--- src/rtl/mult_div_unit.sv ---
// mult_div_unit: iterative MIPS32-style multiply/divide unit with HI/LO registers.
// Radix-2 shift-add multiply and restoring shift-subtract divide. Each operation
// passes through IDLE -> CALC -> FIXUP. Define EARLY_TERM_EN to let a multiply
// leave CALC as soon as its remaining multiplier bits are zero, and to send a
// divide by zero straight from IDLE to FIXUP.
module mult_div_unit #(
   parameter int XLEN = 32
) (
   input  logic            clk,
   input  logic            rst,
   input  logic            start,
   input  logic [1:0]      op,
   input  logic [XLEN-1:0] src_a,
   input  logic [XLEN-1:0] src_b,
   input  logic            hi_we,
   input  logic            lo_we,
   input  logic [XLEN-1:0] wdata,
   output logic            busy,
   output logic            done,
   output logic            div_by_zero,
   output logic [XLEN-1:0] hi,
   output logic [XLEN-1:0] lo
);

   localparam int CW = $clog2(XLEN) + 1;

   typedef enum logic [1:0] {IDLE, CALC, FIXUP} state_t;

   state_t              state;
   logic                is_div;     // operation is DIV/DIVU
   logic                neg_res;    // product/quotient must be negated
   logic                neg_rem;    // remainder must be negated (dividend was negative)
   logic                dz;         // divide with zero divisor
   logic [XLEN-1:0]     mca;        // multiplicand magnitude or divisor magnitude
   logic [XLEN-1:0]     mb;         // remaining multiplier bits
   logic [2*XLEN-1:0]   acc;        // product accumulator, or {remainder, quotient}
   logic [CW-1:0]       cnt;        // steps remaining
   logic [XLEN-1:0]     a_raw;      // untouched dividend, returned in HI on divide by zero

   // Operand magnitudes for the incoming operation
   logic            sgn_op;
   logic            a_neg;
   logic            b_neg;
   logic [XLEN-1:0] abs_a;
   logic [XLEN-1:0] abs_b;

   // One radix-2 step of each algorithm
   logic [XLEN:0]     mul_sum;
   logic [2*XLEN-1:0] mul_next;
   logic [XLEN:0]     rem_shift;
   logic              rem_ge;
   logic [XLEN:0]     rem_sub;
   logic [2*XLEN-1:0] div_next;
   logic [XLEN-1:0]   mb_next;

   // Final results for FIXUP
   logic [2*XLEN-1:0] prod;
   logic [2*XLEN-1:0] prod_signed;
   logic [XLEN-1:0]   quo_fix;
   logic [XLEN-1:0]   rem_fix;

   // Operand sign handling: signed ops take the two's-complement absolute value
   always_comb begin
      sgn_op = op[0];
      a_neg  = sgn_op & src_a[XLEN-1];
      b_neg  = sgn_op & src_b[XLEN-1];
      abs_a  = a_neg ? (~src_a + 1'b1) : src_a;
      abs_b  = b_neg ? (~src_b + 1'b1) : src_b;
   end

   // Datapath for one multiply step, one divide step, and the final sign fixup
   always_comb begin
      // Multiply: add multiplicand into the upper half, then shift right by one
      mul_sum  = {1'b0, acc[2*XLEN-1:XLEN]} + (mb[0] ? {1'b0, mca} : {(XLEN+1){1'b0}});
      mul_next = {mul_sum, acc[XLEN-1:1]};
      mb_next  = mb >> 1;

      // Divide: shift the next dividend bit into the remainder, subtract if it fits
      rem_shift = {acc[2*XLEN-1:XLEN], acc[XLEN-1]};
      rem_ge    = (rem_shift >= {1'b0, mca});
      rem_sub   = rem_ge ? (rem_shift - {1'b0, mca}) : rem_shift;
      div_next  = {rem_sub[XLEN-1:0], acc[XLEN-2:0], rem_ge};

`ifdef EARLY_TERM_EN
      // An early exit leaves the partial product cnt positions too far left
      prod = acc >> cnt;
`else
      prod = acc;
`endif
      prod_signed = neg_res ? (~prod + 1'b1) : prod;
      quo_fix     = neg_res ? (~acc[XLEN-1:0] + 1'b1) : acc[XLEN-1:0];
      rem_fix     = neg_rem ? (~acc[2*XLEN-1:XLEN] + 1'b1) : acc[2*XLEN-1:XLEN];
   end

   // Control FSM with registered busy/done/flag and HI/LO result registers
   always_ff @(posedge clk or negedge rst) begin
      if (!rst) begin
         state       <= IDLE;
         busy        <= 1'b0;
         done        <= 1'b0;
         div_by_zero <= 1'b0;
         hi          <= '0;
         lo          <= '0;
         is_div      <= 1'b0;
         neg_res     <= 1'b0;
         neg_rem     <= 1'b0;
         dz          <= 1'b0;
         mca         <= '0;
         mb          <= '0;
         acc         <= '0;
         cnt         <= '0;
         a_raw       <= '0;
      end else begin
         done <= 1'b0;
         case (state)
            IDLE: begin
               // MTHI/MTLO; an accepted start on the same edge is overwritten later
               if (hi_we) hi <= wdata;
               if (lo_we) lo <= wdata;
               if (start) begin
                  is_div      <= op[1];
                  neg_res     <= a_neg ^ b_neg;
                  neg_rem     <= a_neg;
                  dz          <= op[1] & (src_b == '0);
                  mca         <= op[1] ? abs_b : abs_a;
                  mb          <= abs_b;
                  acc         <= op[1] ? {{XLEN{1'b0}}, abs_a} : {(2*XLEN){1'b0}};
                  a_raw       <= src_a;
                  cnt         <= CW'(XLEN);
                  busy        <= 1'b1;
                  div_by_zero <= 1'b0;
`ifdef EARLY_TERM_EN
                  state       <= (op[1] && (src_b == '0)) ? FIXUP : CALC;
`else
                  state       <= CALC;
`endif
               end
            end
            CALC: begin
               cnt <= cnt - 1'b1;
               if (is_div) begin
                  acc <= div_next;
               end else begin
                  acc <= mul_next;
                  mb  <= mb_next;
               end
`ifdef EARLY_TERM_EN
               if ((cnt == CW'(1)) || (!is_div && (mb_next == '0)))
                  state <= FIXUP;
`else
               if (cnt == CW'(1))
                  state <= FIXUP;
`endif
            end
            FIXUP: begin
               if (!is_div) begin
                  hi <= prod_signed[2*XLEN-1:XLEN];
                  lo <= prod_signed[XLEN-1:0];
               end else if (dz) begin
                  hi <= a_raw;
                  lo <= '1;
               end else begin
                  hi <= rem_fix;
                  lo <= quo_fix;
               end
               div_by_zero <= dz;
               done        <= 1'b1;
               busy        <= 1'b0;
               state       <= IDLE;
            end
            default: begin
               state <= IDLE;
               busy  <= 1'b0;
            end
         endcase
      end
   end

endmodule

--- config.mk ---
export PLATFORM = sky130hd
export DESIGN_NAME = mult_div_unit
export DESIGN_NICKNAME = d
export VERILOG_FILES = /design/src/rtl/mult_div_unit.sv
export SDC_FILE = /design/constraint.sdc
export NUM_CORES = 1
export LEC_CHECK = 0
export BUFFER_PORTS_ARGS = -buffer_cell sky130_fd_sc_hd__buf_2
export CAP_MARGIN = 5
export CORE_MARGIN = 1
export CORE_UTILIZATION = 55
export CTS_CLUSTER_DIAMETER = 120
export DETAILED_ROUTE_END_ITERATION = 12
export GPL_ROUTABILITY_DRIVEN = 0
export PLACE_DENSITY = 0.77
export SYNTH_ARGS = -nofsm -noshare
export SYNTH_HDL_FRONTEND = slang
export SYNTH_SLANG_ARGS = --single-unit
--- constraint.sdc ---
create_clock -name clk -period 4.3 [get_ports clk]
set_input_delay 1.29 -clock clk [delete_from_list [all_inputs] [get_ports clk]]
set_output_delay 1.29 -clock clk [all_outputs]
set_load 0.05 [all_outputs]
==> impl_results.md <==
* Fmax at between 200 and 300 MHz
* Number of vias per cell at 6.68
* Hold Crit Class: reg -> reg
* Met3 routed WL at roughly 8000 µm
* Slew at the pin closest to its max-slew limit at 1.18 ns
* Area contributors post-synth: dfrtp_1 (33%), nand2_1 (7.0%), o21ai_0 (6.6%), ha_1 (4.8%), xnor2_1 (4.7%)
* Warnings, synthesis at 0
* Worst setup EP type: flip-flop
* First-pass GRT wire length at roughly 98000 µm
* Die height at around 180 µm
* Gate Count Post-Synth at 2288
* WP data required at between 4 and 5 ns
* Highest Signal Layer: met5
* Filler cell count at 2897
* Power per Cell Area at a little under 1000 mW/mm²
* Later-pin clock latency in the skew report at 0.56 ns
* CTS buffer count at 27
* M1 WL at 25700 µm
* Drt total wl at between 60000 and 70000 µm
* Endpoints failing setup at 0
* GRT overflow at 0
* Reg-to-reg endpoint: acc[32]
* DP Wirelength at 49000 µm
* R2R Setup Slk at 0.59 ns
* Postcts setup bufs at 0
* Post_cts resized at 0
* Vias at 19000
* Layout area overhead at 12.3%
* Synth cell types at 85
* Ys async rst share at 100%
* Post-synth EDFFs at 0
* Worst hold start: lo[30]
* Commonest non-fill, non-tap cells in the layout: nand2_1 (342), o21ai_0 (242), dfrtp_1 (237)
* Max Fanout on Critical Path at 20
* GRT Total Usage at 37.0%
* CTS tree: yes
* Die X at 185 µm
* Syn Area/Cell at 8.04 µm²
* Initial DRC Count at between 2000 and 3000
* DRC errors left at 0
* Post-Syn Area at around 0.018 mm²
* Cts-stage hold buffer count at 0
* Lkg Pwr at 9.00 nW
* Int Pwr at 9.65 mW
* Main synth FF type: dfrtp_1
* Clock power frac at a little over an eighth
* Number of global-route vias before repair at roughly 17000
* CP Data Arrival Time at between 4 and 5 ns
* Port Buffer Count at 169
* Clock Sinks at around 240
* Max Cap Viol at 0
* Status: finished, final reports clean
* Seq pwr share at a little under a quarter
* Antenna violations before repair at 2
* Number of iterations in the first detailed-routing pass at 6
* Root buffer cell: clkbuf_16
* Final Max Slew Viols at 0
* Largest net degree at the start of global routing at between 90 and 100
* Slew margin rel. at 20.9%
* Htree depth at 1
* Hold depth at 2
* Commonest non-fill, non-tap cell in the layout: nand2_1
* Seq/Total Area, Yosys at between 30% and 40%
* RR Startpoint: acc[38]
* Starting Density at between 50 and 60%
* Syn_nets at 2463
* Peak VDD IR at 0.422 mV
* Fin nets at approximately 2600
* Rows at between 60 and 70
* Final min period at 3.71 ns
* Hold Path End: lo[30]
* Switching Fraction at 51.9%
* DR WL/cell at around 23 µm
* Setup TNS at 0 ns
* Clk buf depth at 3
* Final cycle utilization of the critical path at between 80% and 90%
* Die ar. at about 0.034 mm²
* Wire length on met2 at roughly 27000 µm
* WHS at 0.475 ns
* Synth top area share at 32.5%
* ANT nets after route at 0
* Synth area leader: dfrtp_1
* Startpoint Class: flip-flop
* Ratio of cells with drive above 1 in the final layout at roughly an eighth
* Gate power share at 63.4%
* Type of the worst setup path: reg -> reg
* RSZ-0062 raised after global routing: false
* Final number of hold-violating endpoints at 0
* Clock transition at path regs at 0.06 ns
* Net switching power at 10.4 mW
* Cells on worst reg2reg path at 11
* Core ar. at approximately 0.033 mm²
* # IOs at 170
* Synth Register Bits at 239
* Final Skew at a little under 0.01 ns
## flip-flops by register name, summed over array words and instances (netlist names), 2 cells and up
name,flops
lo,32
state,2
cnt,6
mca,32
acc,64
mb,32
hi,32
a_raw,32
## worst max-delay path by stage
stage                    from  endpoint  slack, ns  depth (start not counted)
floorplan            src_b[4]   mca[30]       0.80                          7
finish                acc[38]   acc[32]       0.59                         11
detailed placement  src_a[17]   acc[28]       0.46                          9
global placement    src_a[17]   acc[24]       0.55                          9
CTS                   acc[38]   acc[32]       0.69                         11
global route          acc[38]   acc[32]       0.42                         11
## per-layer routing
layer	GRT usage [%]	up-vias
li1	-	8508
met1	51.5	8982
met2	53.2	1265
met3	9.77	226
met4	17.4	4
met5	0	-
## metrics by stage
stage	setup slack (ns)	std cells	power (mW)	area, µm²	utilization (%)
after detailed placement	0.459	2792	17.0	19700	60.1
after CTS	0.689	2841	19.7	20700	63.2
after global routing	0.423	2841	21.3	20700	63.2
after floorplan	0.799	2288	13.5	18400	-
final	0.591	2842	20.1	20700	63.2
after global placement	0.549	2792	16.7	19700	60.1
## Yosys cell counts (40+ instances only)
cell type and count:
inv_1 71, a21oi_1 162, o211ai_1 44, ha_1 70, and2_1 46, mux2i_1 72
dfrtp_1 239, xor2_1 82, a221oi_1 40, nand3_1 49, nor2_1 129, xnor2_1 99
nand2_1 344, clkbuf_1 129, o21ai_0 242
## power groups by stage
stage	clock (mW)	sequential, mW	combinational [mW]
2_1_floorplan	0	5.07	8.43
3_3_place_gp	0	4.63	12.0
3_5_place_dp	0	4.68	12.3
4_1_cts	2.64	4.64	12.4
5_1_grt	2.72	4.81	13.7
6_report	2.62	4.74	12.7
## kinds of logic after synthesis
logic type                 count (synthesis)  share of synthesized area [%]
and+or+nand+nor                          743                           19.0
muxes                                     74                           4.04
DFF                                      239                           32.5
adders and majority gates                 72                           4.98
AOI/OAI and AO/OA                        754                           26.1
xor gates and xnor gates                 181                           8.62
buffers and inverters                    225                           4.71
## worst max-delay path, cell delays in order, from the launching register on
cell and delay [ns]:
dfrtp_1 0.59, ha_1 0.51, nand4_1 0.25, nor3_1 0.24
buf_4 0.17, o31ai_1 0.11, a31oi_1 0.37, o21a_1 0.30
a21bo_2 0.32, buf_12 0.23, mux2_2 0.35, o221ai_1 0.15
## cell type report
type                    count  area, µm²  share of cell area, %
diodes                      1       2.50                 0.0121
clock inverters            13        236                   1.14
multi-input cells        1824      11600                   56.0
well taps                 442        553                   2.68
flip-flops and latches    239       5980                   28.9
inverters                  72        270                   1.31
repair buffers            215       1260                   6.11
clock buffers              36        779                   3.77
(Power assumes the default switching activity.)
